===== config.mk =====
export PLATFORM = sky130hd
export DESIGN_NAME = sec_ones_ctrl
export DESIGN_NICKNAME = d
export VERILOG_FILES = /design/src/rtl/sec_ones_ctrl.sv
export SDC_FILE = /design/constraint.sdc
export NUM_CORES = 1
export LEC_CHECK = 0
export BUFFER_PORTS_ARGS = -buffer_cell sky130_fd_sc_hd__buf_2
export CAP_MARGIN = 20
export CORE_AREA = 2 2 44 46
export DETAILED_ROUTE_END_ITERATION = 10
export DIE_AREA = 0 0 46 48
export PLACE_DENSITY = 0.83
export SYNTH_ARGS = -nofsm -noshare
export SYNTH_HDL_FRONTEND = slang
export SYNTH_SLANG_ARGS = --single-unit

===== constraint.sdc =====
create_clock -name clock -period 3.5 [get_ports clock]
set_input_delay 0.175 -clock clock [delete_from_list [all_inputs] [get_ports clock]]
set_output_delay 0.175 -clock clock [all_outputs]
set_load 0.01 [all_outputs]

===== src/rtl/sec_ones_ctrl.sv =====
// Seconds-ones BCD stage of the countdown timer: tick prescaler, ones digit,
// borrow pulse to the mod6 tens digit, and the IDLE/RUN/PAUSE/DONE run control.
module sec_ones_ctrl #(
  parameter int TICK_DIV = 100
) (
  input  logic       clock,
  input  logic       clr,
  input  logic [3:0] data,
  input  logic       loadn,
  input  logic       start,
  input  logic       stop,
  input  logic       tens_zero,
  output logic [3:0] ones,
  output logic       tens_en,
  output logic       running,
  output logic       done
);

  localparam int PW = (TICK_DIV > 2) ? $clog2(TICK_DIV) : 1;
  localparam logic [PW-1:0] PMAX = PW'(TICK_DIV - 1);

  typedef enum logic [1:0] {IDLE, RUN, PAUSE, DONE} state_t;

  state_t        state;
  logic [PW-1:0] presc;
  logic          tick;
  logic          zero_all;
  logic [3:0]    load_val;

  assign tick     = (state == RUN) && (presc == PMAX);
  assign zero_all = (ones == 4'd0) && tens_zero;
  assign load_val = (data > 4'd9) ? 4'd9 : data;
  // Combinational so mod6 decrements on the same edge as the 0->9 wrap;
  // gated by state, so an async clr drops it at once.
  assign tens_en  = tick && (ones == 4'd0) && !tens_zero;

  always_ff @(posedge clock or posedge clr) begin
    if (clr) begin
      state   <= IDLE;
      ones    <= 4'd0;
      presc   <= '0;
      running <= 1'b0;
      done    <= 1'b0;
    end else begin
      case (state)
        IDLE, PAUSE: begin
          if (!loadn) begin
            ones    <= load_val;
            presc   <= '0;
            state   <= IDLE;
          end else if (start && !stop) begin
            if (zero_all) begin
              state <= DONE;
              presc <= '0;
              done  <= 1'b1;
            end else begin
              state   <= RUN;
              running <= 1'b1;
            end
          end
        end
        RUN: begin
          presc <= tick ? '0 : presc + PW'(1);
          if (tick) begin
            if (ones != 4'd0)   ones <= ones - 4'd1;
            else if (!tens_zero) ones <= 4'd9;
          end
          // Reaching 00 outranks a pause request on the same tick.
          if (tick && zero_all) begin
            state   <= DONE;
            presc   <= '0;
            running <= 1'b0;
            done    <= 1'b1;
          end else if (stop) begin
            state   <= PAUSE;
            running <= 1'b0;
          end
        end
        DONE: begin
          if (!loadn) begin
            ones  <= load_val;
            presc <= '0;
            state <= IDLE;
            done  <= 1'b0;
          end
        end
        default: begin
          state   <= IDLE;
          running <= 1'b0;
          done    <= 1'b0;
        end
      endcase
    end
  end

endmodule


==> results of run 1 <==
[worst paths after layout]
path	start	end	depth (start not counted)
hold reg to reg	running	running	1
min in group asynchronous	clr	done	3
setup reg to reg	ones[1]	presc[6]	4
setup / recovery	presc[2]	tens_en	5
hold / removal	data[2]	ones[2]	3
max in group asynchronous	clr	ones[2]	3
[cells in the final DEF, fill, tap and decap left out, drive strengths merged, types with 3 or more instances in the layout]
cell,count
clkbuf,3
nand2,6
o21ai,7
nand3,6
and3,3
a21oi,5
dfrtp,15
buf,16
nor2,6
nor3,6
[logic make-up (layout without fill, tap and decap cells)]
logic type	Yosys count	in the layout
DFF	15	15
AOI/OAI and AO/OA	33	33
buffers and inverters	6	23
and+or+nand+nor	44	44
adders and majority gates	1	1
muxes	1	1
[sequential cells by signal, indices dropped and copies added (netlist names)]
register and flops:
done 1, ones 4, presc 7, running 1, state 2
[through the flow]
| stage | instance area (µm²) | worst slack [ns] | instances | power [mW] | util [%] |
|---|---|---|---|---|---|
| 6_report | 1047 | 1.560 | 134 | 0.4469 | 62.00 |
| 5_1_grt | 1047 | 1.402 | 134 | 0.4812 | 62.00 |
| 4_1_cts | 1047 | 1.545 | 134 | 0.4512 | 62.00 |
| 3_5_place_dp | 1010 | 1.822 | 129 | 0.3508 | 59.78 |
| 3_3_place_gp | 1010 | 1.863 | 129 | 0.3462 | 59.78 |
| 2_1_floorplan | 924.6 | 1.910 | 100 | 0.3121 | - |
[layer usage]
metal	vias up	share of wire (%)	global-route usage [%]	wire length [µm]
met5	-	0	0	0
met4	0	0.64	7.429	12
met3	2	6.9	3.396	130
met2	34	46	33.33	854
met1	371	47	25.81	879
li1	416	-	-	-
[where the power goes]
part,switching (mW),leakage [nW],internal (mW)
registers,0.0370,0.194,0.198
logic,0.0589,0.280,0.0537
clock network,0.0569,0.0177,0.0424
[repair_timing]
action                                 CTS  global route
endpoints found under the hold margin   15             0
setup buffers                            0             0
hold buffers                             1             0
[cell type report]
class / instances / area, µm² / share of cell area, %
inverters: 2 / 7.507 / 0.7168
clock inverters: 1 / 5.005 / 0.4779
clock buffers: 3 / 22.52 / 2.151
multi-input cells: 79 / 525.5 / 50.18
well taps: 17 / 21.27 / 2.031
repair buffers: 17 / 90.09 / 8.602
flip-flops and latches: 15 / 375.4 / 35.84
[worst min-delay path: stages]
cell and delay [ns]:
buf_2 0.09, nand2_1 0.04, o211ai_1 0.08
==> impl_metrics.ini, run 1 <==
[run_status]
outcome = finished, final reports clean

[synthesis]
synth_most_common_cell = dfrtp_1
synthMuxAreaShare_pct = 1.218
synthAdderAreaFrac_pct = 1.353
yosys.area.top_type = dfrtp_1
netlist_instances = 100
yosysSeqAreaShare_pct = 40.60
yosysWarnings = 0
synth_commonest_cells = dfrtp_1, o21ai_0
synthTopCellsByArea = dfrtp_1, o21ai_0, nand3_1
synth_top_area_share_pct = 40.60
synth_compound_area_share_pct = 24.90
syn_area_um2 = 924.6
synth_nets = 111
synth_top_family_by_area = simple AND/OR/NAND/NOR gates
synth-simple-area-share_pct = 29.36
syn-mean-instance-area_um2 = 9.246
synth_edf_count = 0
ys_ff_latch = 15
synth_xor_area_share_pct = 0
ys.flop_type = dfrtp_1
async_reset_ff_share_pct = 100.0
synth_cell_types = 41

[sta]
fin_crit_sh_pct = 55.43
slew_headroom_pct = 59.55
min_period_ns = 1.940
hold_viol = 0
setup_violations = 0
fmax_mhz = 515.4
whs_ns = 0.1407
clock_skew_ns = 0.005242
slew_viol_final = 0
finalSetupTns_ns = 0
worst_pin_slew_ns = 0.6055
rsz0062_at_grt = false

[setup_path]
worstPathCellList = nor4b_4 -> and4b_2 -> nand3b_1 -> nor2_1 -> buf_2
critPathBufInv = 1
slowest_delay_ns = 0.48
critPathSlowestCell = dfrtp_1
worstSetupStartpointType = flop
crit_family = simple AND/OR/NAND/NOR gates
worstPathRequired_ns = 3.32
end_kind = output port
arrival_ns = 1.77
crit_type = reg -> out
rrSetupSlack_ns = 1.80
crit_fanout = 7

[place]
port_buffers = 16
dp_hpwl_mm = 1.415
gp_congestion = 0.8458

[layout]
drive_gt1_share_pct = 26.50
n_antenna_cell = 0
n_fill_cell = 143
area_delta_synth_final_pct = 13.26
fin_nets = 129

[grt]
first_global_vias = 753
grt_usage_pct = 19.92
antenna_found_initial = 0
grt.overflow.total = 0
grt_start_max_net_pins = 16
grt_pass1_wl_mm = 3.153

[drt]
drc = 0
drtPass1Iterations = 4
drt-total-wl_mm = 1.876
first_iter_violations = 25
wire_per_inst_um = 14.00
ant_nets = 0
route.vias.total = 823
via_per_inst = 6.142

[clock_tree]
clockBufferDepth = 2
cts_tree = built
cts.repair.resized = 0
numCtsBuffers = 3
clk_latency_ns = 0.28
cts.clk_slew.worst_paths_ns = 0.10
htreeDepth = 1
clock_sinks = 15
cts-root-buf = clkbuf_4

[floorplan]
ios = 17
fp.coreArea_um2 = 1689
die_x_um = 46
start_util_pct = 54.74
dieArea_um2 = 2208
die_h_um = 48
std_cell_rows = 15

[hold_path]
hold_path.class = in -> reg

[power_and_ir_drop]
p_per_area_nw_per_um2 = 426.7
ir_drop_mv = 0.2324
leakage_nw = 0.4920

[flow_run]
max_cap_viol_count = 0
No activity file was read; power rests on OpenSTA's default activity.
==> run 2, diff against run 1 <==
--- a/config.mk
+++ b/config.mk
@@ -7,10 +7,10 @@
 export LEC_CHECK = 0
 export BUFFER_PORTS_ARGS = -buffer_cell sky130_fd_sc_hd__buf_2
 export CAP_MARGIN = 20
-export CORE_AREA = 2 2 44 46
+export CORE_AREA = 2 2 47 49
 export DETAILED_ROUTE_END_ITERATION = 10
-export DIE_AREA = 0 0 46 48
-export PLACE_DENSITY = 0.83
+export DIE_AREA = 0 0 49 51
+export PLACE_DENSITY = 0.77
 export SYNTH_ARGS = -nofsm -noshare
 export SYNTH_HDL_FRONTEND = slang
 export SYNTH_SLANG_ARGS = --single-unit
==> constraint.sdc (replaced) <==
create_clock -name clock -period 1.65 [get_ports clock]
set_input_delay 0.0825 -clock clock [delete_from_list [all_inputs] [get_ports clock]]
set_output_delay 0.0825 -clock clock [all_outputs]
set_load 0.01 [all_outputs]
==> run 2 against run 1 <==
Against the previous run:
- the flow now finishes with violations (setup timing)
- critical path depth did not move
- combinational power rose to 3.3 times the previous value
- sequential power rose by 100%
- via count rose by 15%
- first-iteration DRC count rose by 28%
- sequential cell count did not move
- critical endpoint unchanged
- largest cell class unchanged
==> impl_metrics.ini, run 2 (synthesis gave the netlist of run 1 again) <==
[run_status]
outcome = finished, violations left
failed_checks = setup timing

[sta]
setup_violations = 2
fmax_mhz = 588.1
whs_ns = 0.04557
fin_ws_ns = -0.05037
fin_crit_sh_pct = 103.1
worst_pin_slew_ns = 0.5873
min_period_ns = 1.700
clock_skew_ns = 0.01037
rsz0062_at_grt = true
slew_headroom_pct = 60.80
slew_viol_final = 0
hold_viol = 0

[clock_tree]
clk_latency_ns = 0.29
cts-root-buf = clkbuf_4
cts_tree = built
clock_sinks = 15
cts.clk_slew.worst_paths_ns = 0.10
numCtsBuffers = 3
clockBufferDepth = 2
htreeDepth = 1

[drt]
wire_per_inst_um = 14.55
drt-total-wl_mm = 2.372
ant_nets = 0
drc = 0
route.vias.total = 947
first_iter_violations = 32
via_per_inst = 5.810
drtPass1Iterations = 4

[floorplan]
dieArea_um2 = 2499
start_util_pct = 44.82
die_h_um = 51
fp.coreArea_um2 = 2063
std_cell_rows = 17
die_x_um = 49
ios = 17

[flow_run]
max_cap_viol_count = 0

[layout]
multi_input_area_um2 = 550.5
drive_gt1_share_pct = 38.52
fin_nets = 147
largest-register = presc
mostFrequentLayoutCell = buf_4
seq_area_um2 = 376.6
area_delta_synth_final_pct = 32.21
largest_reg_flops = 7
final_cell_mix = buf_4, buf_2, dfrtp_1
post-route-util_pct = 59.25
top_regs = presc (7), ones (4), state (2)
n_fill_cell = 190
n_antenna_cell = 0

[setup_path]
cp.depth = 5
critPathSlowestCell = dfrtp_1
worstPathRequired_ns = 1.57
timing.rr.start = presc[4]
critPathBufInv = 1
slowest_delay_ns = 0.42
crit_type = reg -> out
rrSetupSlack_ns = -0.02
worstPathCellList = nor4b_4 -> and4b_2 -> nand3b_1 -> nor2_1 -> buf_2
arrival_ns = 1.62
worstSetupStartpointType = flop
crit_fanout = 2
end_kind = output port
r2r-end = presc[5]
crit_family = simple AND/OR/NAND/NOR gates
r2r_cells = 5

[grt]
grt_pass1_wl_mm = 4.050
grt_start_max_net_pins = 16
grt_usage_pct = 21.24
grt.overflow.total = 0
first_global_vias = 890
antenna_found_initial = 0

[place]
dp_hpwl_mm = 1.695
gp_congestion = 0.8368
port_buffers = 16

[power_and_ir_drop]
p_per_area_nw_per_um2 = 870.0
leakage_nw = 0.5854
ir_drop_mv = 0.5535

[hold_path]
holdCritStartpoint = data[2]
min_to = ones[2]
hold_path.class = in -> reg
hold_depth = 3
run 2: changes by cell type in the layout (fill, tap and decap cells not counted), sizes merged:
cell  change
buf      +18
run 2: what timing repair did:
| item | 4_1_cts | 5_1_grt |
|---|---|---|
| buffers inserted | 4 | 3 |
| endpoints found under the setup margin | 2 | 8 |
| resized for setup | 1 | 6 |
| pin swaps | 2 | 3 |
| hold endpoints to repair | 15 | 0 |
| hold buffers | 1 | 0 |
run 2: layout make-up:
| type | count | area share, % |
|---|---|---|
| inverters | 2 | 0.6141 |
| well taps | 28 | 2.866 |
| multi-input cells | 79 | 45.04 |
| clock buffers | 3 | 1.842 |
| repair buffers | 35 | 18.42 |
| flip-flops and latches | 15 | 30.81 |
| clock inverters | 1 | 0.4094 |
run 2: worst min-delay path, cell delays in order:
cell      delay [ns]
buf_2           0.10
nand2_1         0.05
o211ai_1        0.08
run 2: worst max path at each step:
stage | start | end | slack, ns
finish | presc[4] | tens_en | -0.05
global route | presc[4] | tens_en | -0.16
CTS | presc[4] | tens_en | -0.07
detailed placement | presc[2] | presc[5] | 0.02
global placement | ones[0] | presc[5] | 0.08
floorplan | ones[1] | presc[5] | 0.06
run 2: where the power goes:
group	total, mW	internal [mW]	switching (mW)	leakage (nW)
Sequential	0.473	0.421	0.0516	0.193
Combinational	0.373	0.186	0.187	0.374
Clock	0.218	0.0903	0.127	0.0177
run 2: metal layers:
metal	share of wire [%]	GRT usage [%]	wire, µm	up-vias
met1	46	28.73	1095	463
met2	48	33.79	1143	21
met3	4.0	3.509	95	5
li1	-	-	-	458
met4	1.6	9.048	38	0
met5	0	0	0	-
run 2: per-stage QoR:
stage / instances / total power [mW] / setup TNS (ns) / setup WS, ns / instance area, µm²
6_report: 163 / 1.064 / -0.07254 / -0.05037 / 1222
5_1_grt: 163 / 1.133 / -0.5996 / -0.1580 / 1222
4_1_cts: 160 / 1.041 / -0.09197 / -0.06998 / 1176
3_5_place_dp: 151 / 0.8085 / 0 / 0.02394 / 1106
3_3_place_gp: 151 / 0.7918 / 0 / 0.08213 / 1106
2_1_floorplan: 100 / 0.6620 / 0 / 0.05966 / 924.6
==> run 3, diff against run 2 <==
--- a/config.mk
+++ b/config.mk
@@ -7,10 +7,10 @@
 export LEC_CHECK = 0
 export BUFFER_PORTS_ARGS = -buffer_cell sky130_fd_sc_hd__buf_2
 export CAP_MARGIN = 20
-export CORE_AREA = 2 2 47 49
+export CORE_AREA = 2 2 44 54
 export DETAILED_ROUTE_END_ITERATION = 10
-export DIE_AREA = 0 0 49 51
-export PLACE_DENSITY = 0.77
+export DIE_AREA = 0 0 46 56
+export PLACE_DENSITY = 0.75
 export SYNTH_ARGS = -nofsm -noshare
 export SYNTH_HDL_FRONTEND = slang
 export SYNTH_SLANG_ARGS = --single-unit
==> run 3 against run 2 <==
Against the previous run:
- cell count is 5.5% lower
- critical endpoint unchanged
- the run still ends with setup timing left
- via count is 2.7% lower
- power is 1.9% lower
- global-route usage fell by 1.1 points
- non-clock buffer count decreased by 1
- utilization decreased by 0.54 points
- sequential share of layout area up 0.84 points
==> impl_metrics.ini, run 3 (synthesis gave the netlist of run 1 again) <==
[grt]
grt.met2_usage_pct = 32.14
use_met3_pct = 2.922
grt.overflow.total = 0
met1_usage_pct = 25.95
grt_pass1_wl_mm = 3.905
grt_start_max_net_pins = 16
busiest_layer = met2
antenna_found_initial = 0
first_global_vias = 868
grt_usage_pct = 20.15

[drt]
wire_per_inst_um = 15.51
route.vias.total = 921
ant_nets = 0
drt-total-wl_mm = 2.388
via_per_inst = 5.981
drtPass1Iterations = 5
first_iter_violations = 46
drc = 0

[place]
dp_cells = 143
port_buffers = 16
gp_congestion = 0.8338
dp_hpwl_mm = 1.705

[layout]
area_delta_synth_final_pct = 28.69
largest_reg_flops = 7
top_regs = presc (7), ones (4), state (2)
final_cell_mix = buf_4, buf_2, dfrtp_1, o21ai_0
fin_nets = 146
mostFrequentLayoutCell = buf_4
n_antenna_cell = 0
drive_gt1_share_pct = 37.31
finalNonFillerCells = 154
largest-register = presc

[sta]
fin_ws_ns = -0.04042
slew_viol_final = 0
fin_crit_sh_pct = 102.4
worst_pin_slew_ns = 0.5657
fmax_mhz = 591.6
slew_headroom_pct = 62.11
setup_violations = 5
clock_skew_ns = 0.001267
min_period_ns = 1.690
rsz0062_at_grt = true
hold_viol = 0
finalSetupTns_ns = -0.1224

[run_status]
outcome = finished, violations left
failed_checks = setup timing

[clock_tree]
clk_latency_ns = 0.28
clock_sinks = 15
cts-root-buf = clkbuf_4
cts.clk_slew.worst_paths_ns = 0.08
cts_tree = built
clockBufferDepth = 2
htreeDepth = 1
numCtsBuffers = 3

[power_and_ir_drop]
leakage_nw = 0.5773
p_per_area_nw_per_um2 = 877.0
ir_drop_mv = 0.5379

[floorplan]
die_x_um = 46
ios = 17
fp.coreArea_um2 = 2027
start_util_pct = 45.62
die_h_um = 56
std_cell_rows = 18
dieArea_um2 = 2576

[setup_path]
worstPathCellList = nor4b_4 -> and4b_2 -> nand3b_1 -> nor2_1 -> buf_2
slowest_delay_ns = 0.41
arrival_ns = 1.61
crit_type = reg -> out
critPathBufInv = 1
worstPathRequired_ns = 1.57
crit_family = simple AND/OR/NAND/NOR gates
crit_fanout = 2
end_kind = output port
worstSetupStartpointType = flop
critPathSlowestCell = dfrtp_1

[hold_path]
hold_path.class = in -> reg

[flow_run]
max_cap_viol_count = 0
==> run 3: power by group <==
group	leakage (nW)	internal (mW)	total (mW)	switching [mW]
registers	0.193	0.420	0.466	0.0453
logic	0.370	0.182	0.373	0.191
clock network	0.0150	0.0937	0.205	0.111
==> run 3: final timing paths <==
| path | slack (ns) | depth (start not counted) | startpoint | to |
|---|---|---|---|---|
| worst max-delay path | -0.04 | 5 | presc[2] | tens_en |
| worst min-delay path | 0.08 | 3 | data[2] | ones[2] |
| worst max register to register | -0.04 | 5 | presc[2] | presc[5] |
| worst min register to register | 0.52 | 1 | state[0] | done |
| max in group asynchronous | 0.86 | 3 | clr | presc[4] |
| min in group asynchronous | 0.39 | 3 | clr | presc[1] |
==> run 3: metal layers <==
metal | share of wire, % | vias up
met1 | 42 | 445
met2 | 53 | 27
met3 | 3.8 | 2
met4 | 0.50 | 0
li1 | - | 447
met5 | 0 | -
==> run 3: worst min-delay path, stage by stage <==
cell      delay, ns
buf_2          0.09
nand2_1        0.04
o211ai_1       0.10
==> run 3: through the flow <==
step / cell area (µm²) / util (%) / hold slack [ns] / power, mW / setup WS [ns]
5_1_grt: 1190 / 58.70 / 0.05894 / 1.120 / -0.1406
6_report: 1190 / 58.70 / 0.07740 / 1.043 / -0.04042
3_3_place_gp: 1096 / 54.07 / 0.1676 / 0.7953 / 0.07176
3_5_place_dp: 1096 / 54.07 / 0.1644 / 0.8080 / 0.01338
2_1_floorplan: 924.6 / - / -0.01602 / 0.6620 / 0.05966
4_1_cts: 1171 / 57.78 / 0.06332 / 1.034 / -0.05910
==> run 3: layout make-up <==
cell class                      instances  area [µm²]
Sequential cell                        15       376.6
Clock buffer                            4       26.28
Inverter                                2       7.507
Timing Repair Buffer                   34       217.7
Fill cell                             186       837.1
Tap cell                               20       25.02
Multi-Input combinational cell         79       536.8
==> run 3: what timing repair did <==
item                                    in CTS  in global routing
hold buffers                                 1                  0
gates resized for setup                      3                  1
hold endpoints to repair                    15                  0
setup buffers                                4                  2
endpoints found under the setup margin       2                  7
pin swaps                                    2                  3
